File: config.mk
export PLATFORM = sky130hd
export DESIGN_NAME = sm_to_tc_stream
export DESIGN_NICKNAME = d
export VERILOG_FILES = /design/src/rtl/fxp_pkg.sv /design/src/rtl/fxp_pipe_stage.sv /design/src/rtl/sm_to_tc_stream.sv
export SDC_FILE = /design/constraint.sdc
export NUM_CORES = 1
export LEC_CHECK = 0
export CAP_MARGIN = 5
export CORE_MARGIN = 3
export CORE_UTILIZATION = 40
export DETAILED_ROUTE_END_ITERATION = 7
export SLEW_MARGIN = 30
export SYNTH_ARGS = -nofsm -noshare
export SYNTH_HDL_FRONTEND = slang
export SYNTH_HIERARCHICAL = 1
export SYNTH_SLANG_ARGS = --single-unit
File: constraint.sdc
create_clock -name clk -period 2 [get_ports clk]
set_input_delay 0.2 -clock clk [delete_from_list [all_inputs] [get_ports clk]]
set_output_delay 0.2 -clock clk [all_outputs]
set_load 0.01 [all_outputs]
File: src/rtl/fxp_pkg.sv
// Shared fixed-point helpers for the sign-magnitude datapath blocks
// (adder, format converters, future multiplier).
package fxp_pkg;

  // Default word width of the sign-magnitude datapath
  localparam int FXP_WIDTH     = 16;
  // Widest word the helpers below can inspect
  localparam int FXP_MAX_WIDTH = 64;

  // Index of the sign bit in a sign-magnitude word of the given width
  function automatic int sm_sign_bit(input int width);
    return width - 1;
  endfunction

  // True when a sign-magnitude word (zero-extended to FXP_MAX_WIDTH) is -0
  function automatic logic sm_negz(input logic [FXP_MAX_WIDTH-1:0] word,
                                   input int                       width);
    logic [FXP_MAX_WIDTH-1:0] mag_mask;
    logic                     sign;
    mag_mask = (64'd1 << sm_sign_bit(width)) - 64'd1;
    sign     = ((word >> sm_sign_bit(width)) & 64'd1) != 64'd0;
    return sign && ((word & mag_mask) == 64'd0);
  endfunction

endpackage

File: src/rtl/fxp_pipe_stage.sv
// One-entry valid/ready register slice. The slot refills in the same cycle
// its word leaves, so a chain of slices sustains one word per cycle.
module fxp_pipe_stage #(
  parameter int DW = 16
) (
  input  logic          clk,
  input  logic          rst_n,
  input  logic          in_valid,
  output logic          in_ready,
  input  logic [DW-1:0] in_data,
  output logic          out_valid,
  input  logic          out_ready,
  output logic [DW-1:0] out_data
);

  logic          valid_q;
  logic          valid_d;
  logic [DW-1:0] data_q;
  logic [DW-1:0] data_d;
  logic          load_s;

  // Next state: load when the slot is empty or its word is taken this cycle
  always_comb begin
    load_s = !valid_q || out_ready;
    if (load_s) begin
      valid_d = in_valid;
    end else begin
      valid_d = valid_q;
    end
    if (load_s && in_valid) begin
      data_d = in_data;
    end else begin
      data_d = data_q;
    end
  end

  // Slot registers; data is cleared too so outputs read zero out of reset
  always_ff @(posedge clk or negedge rst_n) begin
    if (!rst_n) begin
      valid_q <= 1'b0;
      data_q  <= {DW{1'b0}};
    end else begin
      valid_q <= valid_d;
      data_q  <= data_d;
    end
  end

  assign in_ready  = load_s;
  assign out_valid = valid_q;
  assign out_data  = data_q;

endmodule

File: src/rtl/sm_to_tc_stream.sv
// Streaming sign-magnitude to two's-complement converter: two register
// slices with the conversion between them, negative zero canonicalised to 0
// and flagged, plus a saturating debug counter of negative-zero inputs.
module sm_to_tc_stream
  import fxp_pkg::*;
#(
  parameter int WIDTH     = FXP_WIDTH,
  parameter int OUT_WIDTH = 16,
  parameter int CNT_WIDTH = 16
) (
  input  logic                 clk,
  input  logic                 rst_n,
  input  logic                 in_valid,
  output logic                 in_ready,
  input  logic [WIDTH-1:0]     in_data,
  output logic                 out_valid,
  input  logic                 out_ready,
  output logic [OUT_WIDTH-1:0] out_data,
  output logic                 out_negz,
  output logic [CNT_WIDTH-1:0] nz_count,
  input  logic                 clr_count
);

  localparam int SIGN_BIT = sm_sign_bit(WIDTH);
  localparam logic [OUT_WIDTH-1:0] ONE_OW  = {{(OUT_WIDTH-1){1'b0}}, 1'b1};
  localparam logic [CNT_WIDTH-1:0] ONE_CNT = {{(CNT_WIDTH-1){1'b0}}, 1'b1};
  localparam logic [CNT_WIDTH-1:0] CNT_MAX = {CNT_WIDTH{1'b1}};

  if (OUT_WIDTH < WIDTH) begin : g_out_width_check
    $error("sm_to_tc_stream: OUT_WIDTH must be >= WIDTH");
  end

  logic [1:0]           rst_sync_q;
  logic [1:0]           rst_sync_d;
  logic                 rst_int_n;

  logic                 in_negz_s;
  logic                 s1_in_valid_s;
  logic                 s1_in_ready_s;
  logic [WIDTH:0]       s1_in_data_s;
  logic                 s1_valid_s;
  logic [WIDTH:0]       s1_data_s;
  logic                 s2_in_ready_s;

  logic                 s1_sign_s;
  logic [WIDTH-2:0]     s1_mag_s;
  logic                 s1_negz_s;
  logic [OUT_WIDTH-1:0] mag_ext_s;
  logic [OUT_WIDTH-1:0] tc_s;
  logic [OUT_WIDTH:0]   s2_in_data_s;
  logic [OUT_WIDTH:0]   s2_data_s;

  logic                 accept_s;
  logic [CNT_WIDTH-1:0] nz_count_q;
  logic [CNT_WIDTH-1:0] nz_count_d;

  // Reset synchroniser: asserts immediately, releases two edges later
  always_comb begin
    rst_sync_d = {rst_sync_q[0], 1'b1};
  end

  // Reset synchroniser flops
  always_ff @(posedge clk or negedge rst_n) begin
    if (!rst_n) begin
      rst_sync_q <= 2'b00;
    end else begin
      rst_sync_q <= rst_sync_d;
    end
  end

  assign rst_int_n = rst_sync_q[1];

  // Input side: flag negative zero before it enters the pipeline
  always_comb begin
    in_negz_s     = sm_negz(FXP_MAX_WIDTH'(in_data), WIDTH);
    s1_in_valid_s = in_valid && rst_int_n;
    s1_in_data_s  = {in_negz_s, in_data};
    in_ready      = s1_in_ready_s && rst_int_n;
    accept_s      = in_valid && in_ready;
  end

  fxp_pipe_stage #(.DW(WIDTH + 1)) u_s1 (
    .clk       (clk),
    .rst_n     (rst_int_n),
    .in_valid  (s1_in_valid_s),
    .in_ready  (s1_in_ready_s),
    .in_data   (s1_in_data_s),
    .out_valid (s1_valid_s),
    .out_ready (s2_in_ready_s),
    .out_data  (s1_data_s)
  );

  // Conversion: negate the zero-extended magnitude for negative words;
  // -0 naturally becomes 0 because ~0 + 1 wraps to 0
  always_comb begin
    s1_negz_s = s1_data_s[WIDTH];
    s1_sign_s = s1_data_s[SIGN_BIT];
    s1_mag_s  = s1_data_s[SIGN_BIT-1:0];
    mag_ext_s = OUT_WIDTH'(s1_mag_s);
    if (s1_sign_s) begin
      tc_s = ~mag_ext_s + ONE_OW;
    end else begin
      tc_s = mag_ext_s;
    end
    s2_in_data_s = {s1_negz_s, tc_s};
  end

  fxp_pipe_stage #(.DW(OUT_WIDTH + 1)) u_s2 (
    .clk       (clk),
    .rst_n     (rst_int_n),
    .in_valid  (s1_valid_s),
    .in_ready  (s2_in_ready_s),
    .in_data   (s2_in_data_s),
    .out_valid (out_valid),
    .out_ready (out_ready),
    .out_data  (s2_data_s)
  );

  assign out_data = s2_data_s[OUT_WIDTH-1:0];
  assign out_negz = s2_data_s[OUT_WIDTH];

  // Debug counter: clear wins over increment, increment saturates
  always_comb begin
    if (clr_count) begin
      nz_count_d = {CNT_WIDTH{1'b0}};
    end else if (accept_s && in_negz_s && (nz_count_q != CNT_MAX)) begin
      nz_count_d = nz_count_q + ONE_CNT;
    end else begin
      nz_count_d = nz_count_q;
    end
  end

  // Debug counter register
  always_ff @(posedge clk or negedge rst_int_n) begin
    if (!rst_int_n) begin
      nz_count_q <= {CNT_WIDTH{1'b0}};
    end else begin
      nz_count_q <= nz_count_d;
    end
  end

  assign nz_count = nz_count_q;

endmodule

==> results.md, run 1 <==
- The run finished with clean final reports.
- The routed design could run at a clock period as short as 1.972 ns.
- The sequential element share of the synthesized area is 47.43%.
- The number of max-capacitance violations reported is 0.
- For met3 alone, demand over resource in global routing was 3.167%.
- In the final design database the tool counted about 350 nets.
- Ranked by total cell area, the synthesized netlist is headed by sky130_fd_sc_hd__dfrtp_1 47%, sky130_fd_sc_hd__mux2_4 11%, sky130_fd_sc_hd__mux2_2 5.5%.
- The number of antenna violations at the first check in global routing came to 0.
- The final weighted congestion in routability-driven placement is 0.7913.
- The global routing met2 resource utilization is between 20% and 30%.
- Internal power comes to 2.362 mW.
- The total power per unit cell area is ~830 nW/um2.
- The share of total power in the clock network is between 20% and 30%.
- In this run, synthesis produced a sequential element count of between 50 and 60.
- The total global routing overflow is 0.
- The number of warnings reported in the yosys synthesis log is 6.
- Setup repair after global routing could not meet its margin everywhere.
- By instance count, the leading cell after synthesis is sky130_fd_sc_hd__dfrtp_1.
- The data arrival at the endpoint of the critical path is approximately 2.2 ns.
- The mean instance size in the synthesized netlist is 11.82 um2.
- For this block, the initial DRC count from the detailed router was 72.
- The clock-pin slew on the worst setup and hold paths is around 0.1 ns.
- The worst slew margin relative to its limit is between 60% and 70%.
- The synthesized area is 2849 um2.
- The share of the clock period used by the worst path is a little under 100%.
- The area overhead of the layout relative to synthesis is 36.19%.
- The number of fillers in the final layout is 620.
- Entering global routing, the biggest net connects 28 pins.
- Global routing consumed, on the met1 layer, 21.94% of the routing resources.
- The count of pins over their slew limit was 0.
- In the final layout, the share of cells above drive strength 1 is just under 30%.
- The routed via count divided by cell count is between 5 and 6.
- The region available for standard cell placement spans slightly below 7000 um2.
- The die width is between 90 and 100 um.
- The synthesized netlist cell count is 241.
- Yosys mapped the design onto 43 distinct sky130hd cell types.
- The required arrival time at the worst endpoint is 2.21 ns.
- The height of the chip is 90.40 um.
- The sequential cells in the finished layout cover a total of 1355 um2.
- The setup skew after layout is 0.01075 ns.
- Across the VDD grid, the largest voltage drop is around 240 uV.
- STA classifies the critical path endpoint as a flip-flop.
- The initial core utilization is 41.70%.
- The setup path with the least slack is of type reg -> reg.
- The diode insertion count for antenna repair is 0.
- Of all cell types, the one taking the most synthesized area is sky130_fd_sc_hd__dfrtp_1.
- Combinational cells account for ~32% of the total power.
- For the final routed database, the setup TNS stands at 0 ns.
- The dominant synthesized flop cell is sky130_fd_sc_hd__dfrtp_1.
- The H-tree was split into 2 levels.
- At the pin with the least slew margin, the transition time is about 0.54 ns.
- During placement, the flow inserted port buffers numbering between 50 and 60.
- Summed over all nets, the switching power comes to 0.8706 mW.
- STA classifies the critical path startpoint as a flip-flop.
- Clock tree synthesis inserted a total of 5 buffers.
- After synthesis, the share of flip-flops with an asynchronous set or reset is 100.0%.
- The wire length of the first global-routing pass is roughly 11,000 um.
- The critical-path maximum fanout is 3.
- In the final routed layout, each cell accounts on average for around 15 um.
- Counting flops with a built-in enable in the synthesized netlist gives 0.
- The area share of the largest cell type after synthesis is 47.43%.
- The TritonCTS clock tree is done.
- Clock latency on the worst-skew pair, taken at its later pin, is just over 0.3 ns.
- The design draws about 3.2 mW.
- The part of the total power dissipated in sequential elements is between 40% and 50%.
- For this design, the sink count on the clock tree is between 50 and 60.
- Synthesis produced a netlist with a net count of 264.
- The number of global-route vias before repair is between 2,000 and 2,500.
- The length of the first detailed-routing pass in iterations is 4.
- The final setup violation count is 0.
- The number of cells in the finished layout apart from fillers is ~420.
- The analysis attributes to cell leakage a power of 1.611 nW.
- The count of nets left with antenna violations once routing finished came out at 0.
- The most congested layer reported by global routing is met2.
- The number of DRC violations after detailed routing is 0.
- Global routing consumed, over all layers together, 16.88% of the routing resources.
- The clock tree root driver cell is sky130_fd_sc_hd__clkbuf_8.
- The die covers around 8200 um2.
- For this block, the routed nets add up to 6326 um of wire.
- The placed cell count is just over 400.
- The initialized floorplan defines 30 standard-cell rows.
- By count the netlist is led by 54 x sky130_fd_sc_hd__dfrtp_1, 20 x sky130_fd_sc_hd__mux2_4, 17 x sky130_fd_sc_hd__nand2_1.
- The switching power as a share of total power is 26.93%.
- The worst-case clock buffer depth is 2.
- The number of hold violations in the final report was 0.
- The total of hold buffers inserted after clock tree synthesis is 0.
- Derived from the worst setup path, the maximum achievable clock frequency is ~500 MHz.
- Across all layers, the routed design uses between 2,000 and 2,500 vias.
- Summing all multi-input logic gate instances after layout gives 1473 um2.
- 56 I/O pins were placed.
- The path type of the worst min-delay path is in -> async.
- The wire-length estimate of the detail-placed layout is roughly 4700 um.
[final cells by class]
class	count	share of cell area, %
Clock buffer	5	1.774
Inverter	7	0.6772
Timing Repair Buffer	88	20.57
Tap cell	96	3.096
Sequential cell	54	34.92
Multi-Input combinational cell	172	37.96
Clock inverter	2	0.9997
[kinds of logic after synthesis]
| group | count (synthesis) | share of synthesized area (%) |
|---|---|---|
| simple gates | 80 | 17.96 |
| flops | 54 | 47.43 |
| compound gates | 41 | 9.662 |
| mux | 35 | 16.47 |
| buf+inv | 15 | 3.469 |
| xor+xnor | 13 | 3.997 |
| fa+ha+maj | 2 | 0.8782 |
| other cells | 1 | 0.1316 |
[sequential cells by signal, indices dropped and copies added (netlist names)]
| name | count |
|---|---|
| nz_count | 16 |
| rst_sync_q | 2 |
| u_s1/out_data | 17 |
| u_s1/out_valid | 1 |
| u_s2/out_data | 17 |
| u_s2/out_valid | 1 |
[timing repair]
action / 4_1_cts / 5_1_grt
setup endpoints to repair: 1 / 8
gates cloned: 0 / 0
pin swaps: 0 / 4
setup buffers: 0 / 3
gates resized for setup: 1 / 11
[final timing paths]
kind | from | to | slack, ns | cells after the start
worst max-delay path | u_s1/out_data[4] | u_s2/out_data[15] | 0.03 | 7
worst min-delay path | rst_n | rst_sync_q[1] | 0.05 | 1
worst max register to register | u_s1/out_data[4] | u_s2/out_data[15] | 0.03 | 7
worst min register to register | rst_sync_q[1] | u_s2/out_valid | 0.33 | 1
max in group asynchronous | rst_sync_q[1] | nz_count[4] | 1.40 | 1
min in group clk | rst_sync_q[0] | rst_sync_q[1] | 0.36 | 0
[worst max-delay path: stages (launching register included)]
cell                      delay [ns]
sky130_fd_sc_hd__dfrtp_1        0.39
sky130_fd_sc_hd__or3_4          0.40
sky130_fd_sc_hd__nor2_4         0.11
sky130_fd_sc_hd__nand4_1        0.16
sky130_fd_sc_hd__buf_4          0.20
sky130_fd_sc_hd__buf_4          0.12
sky130_fd_sc_hd__o31a_1         0.22
sky130_fd_sc_hd__mux2_2         0.25
[layout by cell type (no fill, tap or decap), types with 2 or more instances in the layout]
master                            netlist  final
sky130_fd_sc_hd__dfrtp_1               54     53
sky130_fd_sc_hd__buf_4                  0     33
sky130_fd_sc_hd__nand2_4                3      3
sky130_fd_sc_hd__inv_1                  6      6
sky130_fd_sc_hd__clkdlybuf4s50_1        0     55
sky130_fd_sc_hd__nand3_1                8      8
sky130_fd_sc_hd__clkbuf_8               0      5
sky130_fd_sc_hd__o41ai_1                5      4
sky130_fd_sc_hd__xnor2_1               13     13
sky130_fd_sc_hd__nand4_1                7      7
sky130_fd_sc_hd__o21ai_1                4      4
sky130_fd_sc_hd__nor2_1                 9      9
sky130_fd_sc_hd__nor4_4                 0      3
sky130_fd_sc_hd__nand2_1               17     17
sky130_fd_sc_hd__mux2_2                14     14
sky130_fd_sc_hd__mux2_4                20     20
sky130_fd_sc_hd__o311ai_1               3      3
sky130_fd_sc_hd__o21ai_0                4      4
sky130_fd_sc_hd__or2_2                  2      2
sky130_fd_sc_hd__or2b_1                 2      2
sky130_fd_sc_hd__nand2b_4               2      2
sky130_fd_sc_hd__o31ai_1               12     11
sky130_fd_sc_hd__or4_1                  9      8
sky130_fd_sc_hd__and2_1                 2      2
sky130_fd_sc_hd__or3_1                  5      4
sky130_fd_sc_hd__a21oi_1               10     10
[power by group through the flow]
stage | Combinational (mW) | Sequential, mW | Clock, mW
final | 1.05 | 1.46 | 0.730
after detailed placement | 1.04 | 1.48 | 0
after global placement | 1.02 | 1.47 | 0
after floorplan | 0.474 | 1.55 | 0
after global routing | 1.13 | 1.50 | 0.813
after CTS | 1.04 | 1.46 | 0.763
[stage by stage]
step	area, um2	hold slack [ns]	utilization [%]	worst slack, ns
detailed placement	3676	0.3403	53.81	-0.1781
finish	3880	0.04533	56.79	0.02785
floorplan	2853	-0.09559	-	0.06994
CTS	3791	0.03595	55.49	0.03409
global route	3880	0.03265	56.79	-0.08074
global placement	3676	0.3357	53.81	-0.1388
[layer usage]
metal | up-vias | wire, um
met5 | - | 0
met4 | 0 | 125
met3 | 10 | 234
met2 | 48 | 3162
met1 | 1073 | 2803
li1 | 1066 | -
Power figures use the tool's default switching activity.
==> run 2: changes to the inputs <==
ABC_AREA = 1   (was default)
SKIP_CTS_REPAIR_TIMING = 1   (was default)
==> run 2 against run 1 <==
Against the previous run: flip-flop and latch count stayed put; area after synthesis up 12%; sequential share of layout area down 0.12 points; largest power group unchanged.
==> results.md, run 2 <==
- The clock period minus final worst setup slack is 1.800 ns (-0.1720 ns).
- The dominant synthesized flop cell is sky130_fd_sc_hd__dfrtp_1.
- The total global routing overflow is 0 (unchanged).
- The area share of the largest cell type after synthesis is 42.32% (-5.1 points).
- The final setup violation count is 0 (unchanged).
- The clock sink total is 54 (unchanged).
- The data arrival at the endpoint of the critical path is 2.01 ns (-0.17 ns).
- The clock latency on the worst-skew pair is 0.31 ns (about the same).
- The slew of the pin with the lowest slew margin was 0.5934 ns (+0.05492 ns).
- The number of rows in the core area is 31 (+3.3%).
- The top cell types in the final layout, fill and taps aside, are 153 x sky130_fd_sc_hd__nand2_1, 55 x sky130_fd_sc_hd__clkdlybuf4s50_1, 53 x sky130_fd_sc_hd__nand3_1, 53 x sky130_fd_sc_hd__dfrtp_1, 42 x sky130_fd_sc_hd__nor2_1.
- Setup repair after global routing left no endpoint under its margin.
- The post-detailed-routing wire length is 7331 um (+16%).
- The synthesized-area fraction occupied by and/or/nand/nor cells is 40.87% (+23 points).
- The most frequent cell after synthesis is sky130_fd_sc_hd__nand2_1.
- The number of enable-type register cells in the synthesized netlist is 0 (unchanged).
- The critical-path maximum fanout is 5 (+2).
- The deepest level of the CTS H-tree is 2 (unchanged).
- The die width is 95.35 um (+5.5%).
- The count of boundary I/O pins was 56 (unchanged).
- The detailed placer's ending HPWL is 5498 um (+16%).
- By area, the combinational part of the netlist is dominated by simple AND/OR/NAND/NOR gates.
- The number of global-route vias before repair is 2,614 (+12%).
- The fraction of synthesized area in multiplexers is 0% (-16 points).
- The number of max-capacitance violations reported is 0 (unchanged).
- The XOR/XNOR share of the synthesized area was 3.566% (-0.43 points).
- The area overhead of the layout relative to synthesis is 21.71%.
- The sequential element share of the synthesized area came to 42.32% (-5.1 points).
- The final core utilization is 51.91% (-4.9 points).
- The synthesized netlist cell count was 424 (+76%).
- The count of pins over their slew limit is 0 (unchanged).
- The number of DRC violations after detailed-routing iteration 0 is 178 (+150%).
- The static leakage is 1.926 nW (+20%).
- The flow ran to the end, and the final reports show no timing, DRC or antenna violations.
- The initial core utilization was 42.65% (+0.95 points).
- The worst slew margin relative to its limit is 60.02% (-4.1 points).
- The number of hold violations in the final report is 0 (unchanged).
- The number of nets at the end of the flow is 505 (+44%).
- The number of antenna violations at the first check in global routing is 0 (unchanged).
- The share of post-route cells with drive strength above 1 is 9.110% (-20 points).
- The clock tree root driver cell is sky130_fd_sc_hd__clkbuf_8.
- The path type of the worst min-delay path is in -> async.
- The maximum frequency from static timing analysis is 555.5 MHz (+9.6%).
- The async set or reset register ratio after synthesis is 100.0% (unchanged).
- The total negative slack was 0 ns (unchanged).
- The category of the most critical setup path is reg -> reg.
- The worst setup path is captured at a flip-flop.
- The clock-pin slew on the worst setup and hold paths is 0.10 ns (about the same).
- The required arrival time at the worst endpoint was 2.21 ns (about the same).
- The overall die area came to 9091 um2 (+11%).
- The largest voltage drop on the vdd net is 268.6 uV (+12%).
- The library cell used most frequently in the layout, excluding fill and tap cells, is sky130_fd_sc_hd__nand2_1.
- The detailed-route wire length per cell came to 12.60 um (-16%).
- The setup skew after layout is 0.009277 ns (-0.001473 ns).
- The number of antenna-violating nets in the routed design came to 0 (unchanged).
- The worst-case clock buffer depth is 2 (unchanged).
- The total power per unit cell area is 722.8 nW/um2 (-13%).
- The count of input and output buffers is 55 (unchanged).
- The number of synthesized register bits is 54 (unchanged).
- The area share of fa/ha/maj cells after synthesis is 0.7837% (-0.095 points).
- The routed via count divided by cell count was 4.830 (-6.8%).
- The count of different cell masters after synthesis is 29 (-33%).
- The commonest cells after synthesis are 154 x sky130_fd_sc_hd__nand2_1, 54 x sky130_fd_sc_hd__dfrtp_1, 53 x sky130_fd_sc_hd__nand3_1.
- The wire length of the first global-routing pass was 12,430 um (+10%).
- The length of the first detailed-routing pass in iterations is 5 (+1).
- The diode insertion count for antenna repair came to 0 (unchanged).
- The startpoint type of the worst setup path is a flip-flop.
- The share of the clock period used by the worst path was 90.01% (-8.6 points).
- The number of vias after detailed routing is 2,811 (+28%).
- The net count of the mapped netlist is 447 (+69%).
- The synthesized design spends more area on one cell type than any other, namely sky130_fd_sc_hd__dfrtp_1.
- The mean instance size in the synthesized netlist is 7.531 um2 (-36%).
- The area inside the core boundary is 7486 um2 (+9.6%).
- The clock buffer count from CTS is 5 (unchanged).
- The number of warnings reported in the yosys synthesis log came to 6 (unchanged).
- The synthesized area is 3193 um2 (+12%).
- The number of DRC violations after detailed routing was 0 (unchanged).
- TritonCTS built the clock tree.
- The compound-cell area share of the yosys netlist is 2.273% (-7.4 points).
- The height of the chip is 95.35 um (+5.5%).
- The final weighted congestion in routability-driven placement is 0.8284 (+4.7%).
- The largest net degree at the start of global routing is 28 (unchanged).
- The total global-route track usage is 17.11% (+0.23 points).
- Sorting the synthesized cells by area gives the leading types as sky130_fd_sc_hd__dfrtp_1 42%, sky130_fd_sc_hd__nand2_1 18%, sky130_fd_sc_hd__nand3_1 8.3%.
run 2: cell types whose count changed in the layout (fill, tap and decap cells not counted), moves of 14 or more:
| cell | previous run | this run |
|---|---|---|
| sky130_fd_sc_hd__buf_4 | 33 | 11 |
| sky130_fd_sc_hd__inv_1 | 6 | 36 |
| sky130_fd_sc_hd__mux2_2 | 14 | 0 |
| sky130_fd_sc_hd__mux2_4 | 20 | 0 |
| sky130_fd_sc_hd__nand2_1 | 17 | 153 |
| sky130_fd_sc_hd__nand3_1 | 8 | 53 |
| sky130_fd_sc_hd__nor2_1 | 9 | 42 |
run 2: final cells by class:
cell class              instances  area (um2)
flip-flops and latches         54        1353
inverters                      39       146.4
clock buffers                   7       86.33
repair buffers                 66       633.1
clock inverters                 1       5.005
multi-input cells             316        1539
well taps                      99       123.9
fillers                       749        3600
run 2: stage by stage:
stage / std cells / total power [mW] / instance area (um2) / worst slack (ns) / hold slack (ns)
floorplan: 424 / 1.836 / 3209 / 0.002405 / -0.09559
finish: 582 / 2.809 / 3886 / 0.1999 / 0.04604
detailed placement: 574 / 2.197 / 3791 / 0.1152 / 0.3417
global route: 582 / 3.007 / 3886 / 0.02954 / 0.03512
global placement: 574 / 2.177 / 3791 / 0.1486 / 0.3344
CTS: 582 / 2.838 / 3882 / 0.1020 / 0.03669
run 2: worst paths after layout:
check                           slack (ns)                end  depth (start not counted)        startpoint
worst min-delay path                  0.05      rst_sync_q[0]                          1             rst_n
worst min register to register        0.34  u_s1/out_data[10]                          1     rst_sync_q[1]
worst max-delay path                  0.20  u_s2/out_data[10]                         11  u_s1/out_data[1]
max in group asynchronous             1.37     u_s1/out_valid                          1     rst_sync_q[1]
worst max register to register        0.20  u_s2/out_data[10]                         11  u_s1/out_data[1]
min in group clk                      0.36      rst_sync_q[1]                          0     rst_sync_q[0]
run 2: metal layers:
metal,track usage [%],wire length (um)
met1,26.23,3843
met2,24.90,3053
met3,3.157,373
met4,3.726,61
met5,0,0
run 2: critical path, cell delays in order (launching register included):
cell,delay [ns]
sky130_fd_sc_hd__dfrtp_1,0.39
sky130_fd_sc_hd__inv_1,0.11
sky130_fd_sc_hd__ha_1,0.15
sky130_fd_sc_hd__inv_1,0.05
sky130_fd_sc_hd__nor3_1,0.23
sky130_fd_sc_hd__nand3_1,0.17
sky130_fd_sc_hd__o21ai_2,0.25
sky130_fd_sc_hd__nand2_1,0.08
sky130_fd_sc_hd__nand2_1,0.07
sky130_fd_sc_hd__nand2_1,0.05
sky130_fd_sc_hd__nand3_1,0.09
sky130_fd_sc_hd__nand2_1,0.05
run 2: cell families (layout without fill, tap and decap cells):
family                   count (synthesis)  after routing
AND/OR/NAND/NOR                        286            286
flip-flops                              54             54
buffers and inverters                   54            113
AO/OA/AOI/OAI                           14             14
XOR/XNOR                                13             13
adder cells (fa/ha/maj)                  2              2
other                                    1              1
run 2: power breakdown:
group | total [mW] | internal, mW | switching (mW)
logic | 0.790 | 0.390 | 0.400
registers | 1.38 | 1.25 | 0.125
clock network | 0.642 | 0.281 | 0.361
==> run 3: changes to the inputs <==
DONT_BUFFER_PORTS = 1   (was default)
==> run 3 against run 2 <==
Against the previous run: global-route usage fell by 0.31 points; clock skew rose by 0.0016 ns; combinational power fell by 42%; register-to-register slack improved by 0.08 ns; clock power rose by 39%; first-iteration DRC count rose by 23%; maximum frequency rose by 4.4%; largest cell class unchanged; largest power group unchanged.
==> results.md, run 3 (synthesis results as in run 2) <==
- In this run the critical register-to-register path is captured at nz_count[2].
- The total global routing overflow is 0 (unchanged).
- In this run the critical register-to-register path is launched from u_s2/out_valid.
- The diode insertion count for antenna repair is 0 (unchanged).
- The largest net degree at the start of global routing came to 53 (+89%).
- Among the stages of the critical path, the cell type that occurs most often is sky130_fd_sc_hd__nand2_2.
- The required arrival time at the worst endpoint is 2.24 ns (+0.03 ns).
- The met1 routed wirelength after detailed routing was 3523 um (-8.3%).
- The worst slew margin relative to its limit is 56.46% (-3.6 points).
- The static leakage is 1.807 nW (-6.2%).
- The flow ran to the end, and the final reports show no timing, DRC or antenna violations.
- The clock sink total was 54 (unchanged).
- The overall die area is 9091 um2 (unchanged).
- The number of antenna violations at the first check in global routing is 0 (unchanged).
- The post-detailed-routing wire length is 7091 um (-3.3%).
- The height of the chip is 95.35 um (unchanged).
- The number of nets at the end of the flow came to 461 (-8.7%).
- The maximum frequency from static timing analysis was 579.7 MHz (+4.4%).
- The cell family contributing the most delay on the critical path is simple AND/OR/NAND/NOR gates.
- The slowest stage of the critical path is the sky130_fd_sc_hd__dfrtp_1 cell.
- The number of DRC violations after detailed-routing iteration 0 was 219 (+23%).
- The category of the most critical setup path is reg -> reg.
- The count of boundary I/O pins is 56 (unchanged).
- The number of rows in the core area was 31 (unchanged).
- TritonCTS built the clock tree.
- The tree is rooted in a sky130_fd_sc_hd__clkbuf_8.
- The number of DRC violations after detailed routing is 0 (unchanged).
- The leading cell type in the layout, fill and taps excluded is sky130_fd_sc_hd__nand2_1.
- The detailed placer's ending HPWL is 5352 um (-2.6%).
- The length of the first detailed-routing pass in iterations is 4 (-1).
- The maximum single-stage delay on the critical path is 0.43 ns (+0.04 ns).
- The routed via count divided by cell count came to 4.875 (+0.94%).
- The worst hold-check slack came to 0.03170 ns (-0.01434 ns).
- The path with the worst hold slack has its endpoint at u_s1/out_data[6].
- The final core utilization is 46.38% (-5.5 points).
- The slew of the pin with the lowest slew margin was 0.6531 ns (+0.05971 ns).
- The final weighted congestion in routability-driven placement came to 0.8603 (+3.9%).
- The total global-route track usage is 16.81% (-0.31 points).
- The number of antenna-violating nets in the routed design is 0 (unchanged).
- The worst setup path is launched from a flip-flop.
- The routed length on met2 was 2950 um (-3.4%).
- The uppermost signal routing layer after detailed routing is met4.
- The critical-path maximum fanout is 17 (+12).
- The worst-case clock buffer depth came to 2 (unchanged).
- The worst hold path begins at in_data[6].
- The data arrival at the endpoint of the critical path came to 1.97 ns (-0.04 ns).
- The die width is 95.35 um (unchanged).
- The share of post-route cells with drive strength above 1 was 12.53% (+3.4 points).
- The instance area after placement is 3316 um2 (-13%).
- The overall power consumption was 2.798 mW (-0.39%).
- The number of global-route vias before repair is 2,585 (-1.1%).
- The number of max-capacitance violations reported is 0 (unchanged).
- The setup skew after layout is 0.01088 ns (+0.001604 ns).
- The total power per unit cell area is 805.9 nW/um2 (+11%).
- The type of destination of the critical path is a flip-flop.
- The total negative slack is 0 ns (unchanged).
- The largest voltage drop on the vdd net came to 334.8 uV (+25%).
- The count of buffer and inverter cells on the critical path was 2 (unchanged).
- The clock latency on the worst-skew pair is 0.30 ns (about the same).
- The area inside the core boundary came to 7486 um2 (unchanged).
- From synthesis to final layout, the design area changed by 8.738%.
- Walking the worst path, the cells encountered are nand2_2 > inv_1 > nand2_2 > nand2_4 > nor2_4 > inv_2 > nor2_4 > nand2_8 > nand2_2 > nand2_1 > nand2_1.
- The worst-case reg-to-reg path depth is 11 (unchanged).
- The count of input and output buffers came to 0 (-100%).
- The wire length of the first global-routing pass is 12,140 um (-2.3%).
- The clock buffer count from CTS is 5 (unchanged).
- The share of the clock period used by the worst path is 86.25% (-3.8 points).
- In the layout the commonest cells are 153 x sky130_fd_sc_hd__nand2_1, 53 x sky130_fd_sc_hd__nand3_1, 53 x sky130_fd_sc_hd__dfrtp_1.
- The number of vias after detailed routing is 2,623 (-6.7%).
- The wire length on met3 is 587 um (+57%).
- The clock-pin slew on the worst setup and hold paths came to 0.10 ns (about the same).
- The detailed-route wire length per cell came to 13.18 um (+4.6%).
- The slack of the worst reg-to-reg path is 0.28 ns (+0.08 ns).
- The initial core utilization is 42.65% (unchanged).
- The clock period minus final worst setup slack came to 1.725 ns (-0.07518 ns).
- The deepest level of the CTS H-tree came to 2 (unchanged).
- The count of pins over their slew limit is 0 (unchanged).
- The tightest min-delay check is of the in -> reg type.
- The final setup violation count is 0 (unchanged).
- The worst hold path passes through 2 cells.
- The number of hold violations in the final report came to 0 (unchanged).
- The finished layout cell area is 3472 um2 (-11%).
- Setup repair after global routing left no endpoint under its margin.
[run 3: cell count changes in the layout (fill, tap and decap cells not counted)]
cell	previous run	this run
sky130_fd_sc_hd__buf_4	11	21
sky130_fd_sc_hd__clkinv_2	1	0
sky130_fd_sc_hd__clkdlybuf4s50_1	55	0
sky130_fd_sc_hd__clkbuf_1	1	0
sky130_fd_sc_hd__bufinv_16	0	2
sky130_fd_sc_hd__dlygate4sd3_1	0	1
[run 3: final cells by class]
cell class	instances	area, um2
Fill cell	753	4014
Multi-Input combinational cell	316	1539
Sequential cell	54	1353
Timing Repair Buffer	22	167.7
Inverter	39	146.4
Tap cell	99	123.9
Clock buffer	6	82.58
Clock inverter	2	60.06
[run 3: worst max-delay path by stage]
stage,start,end,slack [ns],depth (start not counted)
after global routing,u_s1/out_data[1],u_s2/out_data[10],0.08,11
after global placement,u_s1/out_data[1],u_s2/out_data[10],0.31,11
final,u_s2/out_valid,nz_count[2],0.28,11
after detailed placement,u_s1/out_data[1],u_s2/out_data[10],0.26,11
after floorplan,u_s2/out_valid,nz_count[4],0.002,15
after CTS,u_s1/out_data[1],u_s2/out_data[10],0.24,11
[run 3: metal layers]
| metal | global-route usage [%] | up-vias |
|---|---|---|
| met5 | 0 | - |
| met4 | 2.885 | 0 |
| met3 | 5.446 | 2 |
| met2 | 23.91 | 73 |
| met1 | 25.06 | 1186 |
| li1 | - | 1362 |
[run 3: power by group]
group          leakage, nW  total [mW]  switching [mW]  internal, mW
clock               0.0714       0.892           0.358         0.534
sequential           0.698        1.44           0.192          1.25
combinational         1.04       0.462           0.293         0.169
[run 3: through the flow]
stage               instances  worst slack [ns]
floorplan                 424          0.002405
global placement          529            0.3147
detailed placement        529            0.2575
CTS                       537            0.2391
global route              538           0.08385
finish                    538            0.2751
